**src/rtl/branch_target_buffer.sv**
```systemverilog
// branch_target_buffer: direct-mapped BTB with 2-bit saturating counters.
// Lookup is combinational on the fetch PC; training is a registered write from EX.
module branch_target_buffer #(
  parameter int ENTRIES = 16,
  parameter int CNT_W = 16
) (
  input  logic             clk,
  input  logic             rst_n,
  input  logic [31:0]      pc_if,
  output logic             btb_hit_if,
  output logic             predicted_taken_if,
  output logic [31:0]      predicted_target_if,
  input  logic             update_btb_ex,
  input  logic [31:0]      pc_ex,
  input  logic             ex_branch_taken,
  input  logic [31:0]      jump_addr_ex,
  input  logic             is_jump_ex,
  input  logic             modify_pc_ex,
  input  logic             flush_btb,
  output logic [CNT_W-1:0] perf_updates,
  output logic [CNT_W-1:0] perf_mispredicts
);
  localparam int INDEX_W = $clog2(ENTRIES);
  localparam int TAG_W = 30 - INDEX_W;
  logic [ENTRIES-1:0] valid;
  logic [TAG_W-1:0]   tags    [ENTRIES];
  logic [31:0]        targets [ENTRIES];
  logic [1:0]         ctrs    [ENTRIES];
  logic [INDEX_W-1:0] idx, u;
  logic [TAG_W-1:0]   tag_if, tag_ex;
  logic               u_hit;
  logic               unused_pc_bits;
  assign unused_pc_bits = ^{pc_if[1:0], pc_ex[1:0]};
  assign idx = pc_if[INDEX_W+1:2];
  assign tag_if = pc_if[31:INDEX_W+2];
  assign u = pc_ex[INDEX_W+1:2];
  assign tag_ex = pc_ex[31:INDEX_W+2];
  assign u_hit = valid[u] && tags[u] == tag_ex;
  assign btb_hit_if = valid[idx] && tags[idx] == tag_if;
  assign predicted_taken_if = btb_hit_if && ctrs[idx][1];
  assign predicted_target_if = btb_hit_if ? targets[idx] : 32'h0;
  always_ff @(posedge clk or negedge rst_n) begin
    if (!rst_n) begin
      valid <= '0;
      for (int i = 0; i < ENTRIES; i++) begin
        tags[i] <= '0;
        targets[i] <= '0;
        ctrs[i] <= 2'b01;
      end
      perf_updates <= '0;
      perf_mispredicts <= '0;
    end else begin
      if (update_btb_ex) begin
        if (u_hit) begin
          if (is_jump_ex || ex_branch_taken) targets[u] <= jump_addr_ex;
          ctrs[u] <= is_jump_ex ? 2'b11
                   : ex_branch_taken ? (ctrs[u] == 2'b11 ? 2'b11 : ctrs[u] + 2'b01)
                   : (ctrs[u] == 2'b00 ? 2'b00 : ctrs[u] - 2'b01);
        end else if (ex_branch_taken || is_jump_ex) begin
          valid[u] <= 1'b1;
          tags[u] <= tag_ex;
          targets[u] <= jump_addr_ex;
          ctrs[u] <= is_jump_ex ? 2'b11 : 2'b10;
        end
      end
      // Flush is applied last so it overrides an allocation in the same cycle.
      if (flush_btb) valid <= '0;
      if (update_btb_ex) perf_updates <= perf_updates + 1'b1;
      if (modify_pc_ex) perf_mispredicts <= perf_mispredicts + 1'b1;
    end
  end
endmodule

```
**config.mk**
```make
export PLATFORM = sky130hd
export DESIGN_NAME = branch_target_buffer
export DESIGN_NICKNAME = d
export VERILOG_FILES = /design/src/rtl/branch_target_buffer.sv
export SDC_FILE = /design/constraint.sdc
export NUM_CORES = 2
export LEC_CHECK = 0
export CORE_AREA = 5 5 389 314
export DETAILED_ROUTE_END_ITERATION = 6
export DIE_AREA = 0 0 394 319
export PLACE_DENSITY = 0.6
export SLEW_MARGIN = 20
export SYNTH_ARGS = -nofsm -noshare
export SYNTH_HDL_FRONTEND = slang
export SYNTH_SLANG_ARGS = --single-unit
```
**constraint.sdc**
```tcl
create_clock -name clk -period 16 [get_ports clk]
set_input_delay 3.2 -clock clk [delete_from_list [all_inputs] [get_ports clk]]
set_output_delay 3.2 -clock clk [all_outputs]
set_load 0.1 [all_outputs]
```
======== Word level (Yosys, flattened, before mapping) ========
Cells that the tools add are included.
cells by class
  add/subtract/negate cells ............... 4
  order comparisons ....................... 6
  equal/unequal tests ..................... 4
  muxes and demuxes ....................... 43
  bitwise operators ....................... 4
  reductions and logical operators ........ 14
operators with widths
  cell                                                         count
  bitwise mux 512 bit                                          1
  bitwise mux 416 bit                                          1
  binary-select mux 26 bit (select 4 bit)                      2
  two-way mux 32 bit                                           6
  two-way mux 26 bit                                           5
  binary-select mux 32 bit (select 4 bit)                      1
  demux 32 bit (select 4 bit)                                  1
  demux 26 bit (select 4 bit)                                  1
  bitwise mux 32 bit                                           2
  two-way mux 16 bit                                           4
  equality test 26 bit                                         2
  adder 16 x 1 -> 16 bit (second input constant)               2
  two-way mux 2 bit                                            9
  binary-select mux 2 bit (select 4 bit)                       2
  bitwise OR 16 bit                                            1
  greater-or-equal comparator 5 bit (second input constant)    2
  less-than comparator 4 x 5 -> 1 bit (second input constant)  2
  NOT 4 -> 5 bit                                               2
  binary-select mux 1 bit (select 4 bit)                       2
  demux 2 bit (select 4 bit)                                   1
  AND reduction 3 bit                                          2
  nonzero test 2 bit                                           3
  logical AND 1 bit                                            5
  less-than comparator 5 x 1 -> 1 bit (second input constant)  1
  11 further kinds                                             15
word-level totals
  bits in registers ....................... 1008
  bits of input ports ..................... 103
  output and inout port bits .............. 66
  logic and storage cells ................. 126

======== Depth between registers and ports, before layout ========
  depth after elaboration ................. 10
  mapped depth ............................ 15
  depth with buffers taken out ............ 9

======== Worst setup path after synthesis ========
Ideal clock, no wire load.
  kind .................................... input -> output
  from .................................... input port pc_if[2]
  to ...................................... output port predicted_target_if[22]
  arrival ................................. 6.878 ns
  required time ........................... 12.800 ns
  setup slack ............................. 5.922 ns
  stages on the path ...................... 10
  buffers on the path ..................... 4
  cells stage by stage .................... clkbuf_1 -> buf_2 -> buf_1 -> mux4_2 -> mux4_2 -> xnor2_1 -> nand4_1 -> nor3_1 -> clkbuf_1 -> and3_1
on the way
  longest elaborated chain between the ends .. 7
ends and longest elaborated chain
  what                                                   line    source
  start: declaration                                     9       input logic [31:0] pc_if,
  NOT 4 -> 5 bit (not written as such)                   39, 41
  binary-select mux 26 bit (select 4 bit)                39      assign btb_hit_if = valid[idx] && tags[idx] == tag_if;
  two-way mux 26 bit (not written as such) (2 in a row)  39
  equality test 26 bit                                   39
  logical AND 1 bit                                      39
  two-way mux 32 bit (*)                                 41      assign predicted_target_if = btb_hit_if ? targets[idx] : 32'h0;
  end: declaration                                       12      output logic [31:0] predicted_target_if,
Every way passes the cells marked *; elsewhere a longest branch is shown, timed or not. The select of a mux whose other input is x is not followed.

======== Worst setup path in the final report ========
  from .................................... input port pc_if[2]
  to ...................................... output port predicted_taken_if
on the way
  longest elaborated chain between the ends .. 7
ends and longest elaborated chain
  what                                                   line    source
  NOT 4 -> 5 bit (not written as such)                   39, 40
  binary-select mux 26 bit (select 4 bit)                39
  two-way mux 26 bit (not written as such) (2 in a row)  39
  equality test 26 bit                                   39
  logical AND 1 bit                                      39
  logical AND 1 bit (*)                                  40      assign predicted_taken_if = btb_hit_if && ctrs[idx][1];
  end: declaration                                       11      output logic predicted_taken_if,
Marked as above.

==> impl_metrics.csv <==
group,metric,value,unit
synth,yosysSeqAreaShare,50.22,%
sta,rsz0062_at_grt,"no",
synth,ys_ff_latch,1008,
die,io_pins,169,
synth,synth_xor_area_share,1.464,%
synth,ys.flop_type,"dfrtp_1",
setup_path,critical_path_class,"primary input to output pin",
synth,syn-mean-instance-area,15.62,sq um
clocking,h-tree-depth,3,
detailed_routing,drt_iter0_drc,2345,
synth,synthCells,3217,
cells_and_area,drive_above_1_share,48.65,%
detailed_routing,ant_nets,0,
cells_and_area,mostFrequentLayoutCell,"dfrtp_1",
placed_design,gp_congestion,0.8616,
clocking,holdBufCountCts,0,
sta,period_share,73.89,%
cells_and_area,nets,3360,
placed_design,io_buffers,164,
sta,clock_skew,52.60,ps
clocking,cts-resized-gates,0,
setup_path,worstPathArrival,8620,ps
die,dieHeight,319,um
setup_path,critical_path.endpoint_type,"output pin",
grt,grt-ovfl-total,0,
pwr,vdd_drop_max,186.0,uV
setup_path,cp_slowest_cell,"clkdlybuf4s50_1",
placed_design,dp_hpwl,80.77,mm
detailed_routing,drc,0,
die,initial_utilization,42.63,%
grt,grt_first_pass_wirelength,215.5,mm
detailed_routing,via_per_inst,6.110,
grt,antenna_found_initial,9,
pwr,p_leak,0.02370,uW
min_path,holdCritPathClass,"register to register",
clocking,cts.path.max_buffers,3,
sta,drv_slew,0,
die,die_w,394,um
cells_and_area,final_cell_mix,"dfrtp_1 (992), mux2_2 (932), mux4_2 (382)",
detailed_routing,wl,140.9,mm
synth,synthArstFlopShare,100.0,%
sta,max_freq,84.58,MHz
run_status,status,"finished clean",
clocking,clk_pin_slew_worst_paths,60,ps
synth,synthAdderAreaFrac,0.09459,%
grt,grt_usage,22.48,%
grt,first_global_vias,32630,
clocking,tritoncts,"built",
synth,synthMuxAreaShare,40.54,%
sta,hold_viol,0,
clocking,clk_latency,740,ps
sta,relSlewSlack,21.37,%
die,fp-row-count,113,
synth,synth.cell_area,50260,sq um
clocking,cts_buffers,104,
die,die_area,125700,sq um
setup_path,cp_top_family,"buffers and inverters",
setup_path,crit_buf_inv,4,
clocking,cts_setup_buffers,0,
detailed_routing,wire_per_inst,28.77,um
pwr,power_density,137.1,nW/um^2
grt,grt_max_degree,154,
synth,synth.distinct_cells,69,
synth,synth_simple_gate_area_share,2.673,%
synth,synth_top_family_by_area,"multiplexers",
clocking,cts_root_buffer,"clkbuf_16",
sta,tns,0,ps
setup_path,max_stage_delay,1160,ps
synth,synth-compound-area-share,1.962,%
detailed_routing,num_vias,29920,
die,core-area,117900,sq um
setup_path,path_cells,"buf_8 > buf_4 > mux4_2 > mux4_2 > xnor2_1 > nand3_1 > nor3_2 > buf_4 > and3_1 > clkdlybuf4s50_1",
synth,synth_fp_nets,3322,
synth,ys_warn_count,0,
flow_run,max_cap_viol_count,0,
sta,final-setup-viol-count,0,
setup_path,start_kind,"primary input",
setup_path,worst-path-max-fanout,55,
sta,period_minus_slack,11820,ps
cells_and_area,syn2layout_area_growth,12.84,%
setup_path,required,12800,ps
sta,worst_slew_pin_slew,1175,ps
clocking,cts_sinks,1008,
sta,holdWs,481.7,ps
detailed_routing,dr.pass1.iters,5,
synth,synth_enable_flop_cells,0,
-- worst register-to-register path, cell delays in order (launching register included) --
cell       delay [ps]
dfrtp_1           400
mux2_2            280
o22ai_1           240
o31ai_1           170
a2111oi_0         930
nand4_1           270
a221oi_1          500
o2111ai_4         190
buf_4             340
nand2_2           920
mux2_2            430
-- routing by layer --
layer  share of wire, %  wire length (um)  vias up  GRT usage (%)
li1                   -                 -    12320              -
met3                6.3              8870      297          5.005
met2                 48             67390      941          36.35
met5             0.0085                12        -              0
met4                3.0              4286        2          6.209
met1                 43             60330    16370          30.94
-- kinds of logic after synthesis --
logic type | after synthesis
compound gates | 135
flops | 1008
mux | 1416
fa+ha+maj | 4
xor+xnor | 84
simple gates | 256
buf+inv | 314
-- sequential cells by signal, summed over array words and instances (netlist names) --
register          cells
ctrs                 32
perf_mispredicts     16
perf_updates         16
tags                416
targets             512
valid                16
-- power by group --
| group | switching (uW) | internal [uW] |
|---|---|---|
| combinational | 729 | 986 |
| clock | 1080 | 1450 |
| sequential | 379 | 3150 |
| total | 2190 | 5590 |
-- final timing paths --
| check | startpoint | endpoint | slack (ps) | cells past startpoint |
|---|---|---|---|---|
| min in group asynchronous | rst_n | perf_mispredicts[0]$_DFFE_PN0P_ | 2520 | 1 |
| max in group asynchronous | rst_n | targets[248]$_DFFE_PN0P_ | 10510 | 4 |
| max | pc_if[2] | predicted_taken_if | 4180 | 10 |
| min | perf_updates[15]$_DFFE_PN0P_ | perf_updates[15]$_DFFE_PN0P_ | 480 | 1 |
| min reg2reg | perf_updates[15]$_DFFE_PN0P_ | perf_updates[15]$_DFFE_PN0P_ | 480 | 1 |
| max reg2reg | tags[201]$_DFFE_PN0P_ | tags[262]$_DFFE_PN0P_ | 11190 | 10 |
-- through the flow --
| step | power, uW | utilization, % | setup WS (ps) | cells | area (sq um) |
|---|---|---|---|---|---|
| 2_1_floorplan | 4750 | - | 5922 | 3217 | 50260 |
| 3_3_place_gp | 5158 | 45.01 | 4130 | 4700 | 53070 |
| 3_5_place_dp | 5283 | 45.01 | 4131 | 4700 | 53070 |
| 4_1_cts | 7838 | 48.05 | 4118 | 4891 | 56660 |
| 5_1_grt | 8128 | 48.09 | 3864 | 4893 | 56710 |
| 6_report | 7779 | 48.10 | 4177 | 4897 | 56720 |
-- area by class of cell --
| class | count | area [sq um] |
|---|---|---|
| Antenna cell | 5 | 12.51 |
| Clock buffer | 145 | 2967 |
| Clock inverter | 46 | 621.8 |
| Fill cell | 9950 | 61190 |
| Inverter | 15 | 56.30 |
| Multi-Input combinational cell | 1895 | 23640 |
| Sequential cell | 1008 | 25240 |
| Tap cell | 1552 | 1942 |
| Timing Repair Buffer | 231 | 2235 |
-- cells in the mapped netlist, types with 16 or more instances --
cell,n,share of area [%]
xnor2_1,69,1.2
dfstp_2,16,0.84
and3_1,45,0.56
buf_4,42,0.63
buf_1,32,0.24
mux4_2,382,17
mux2i_1,75,1.5
dfrtp_1,992,49
buf_2,25,0.25
nand2_1,49,0.37
nand4_1,22,0.27
clkbuf_1,185,1.4
a22oi_1,21,0.31
a21oi_1,25,0.25
nand3_1,18,0.18
nor2_1,59,0.44
mux2_2,932,21
(Power assumes the default switching activity.)
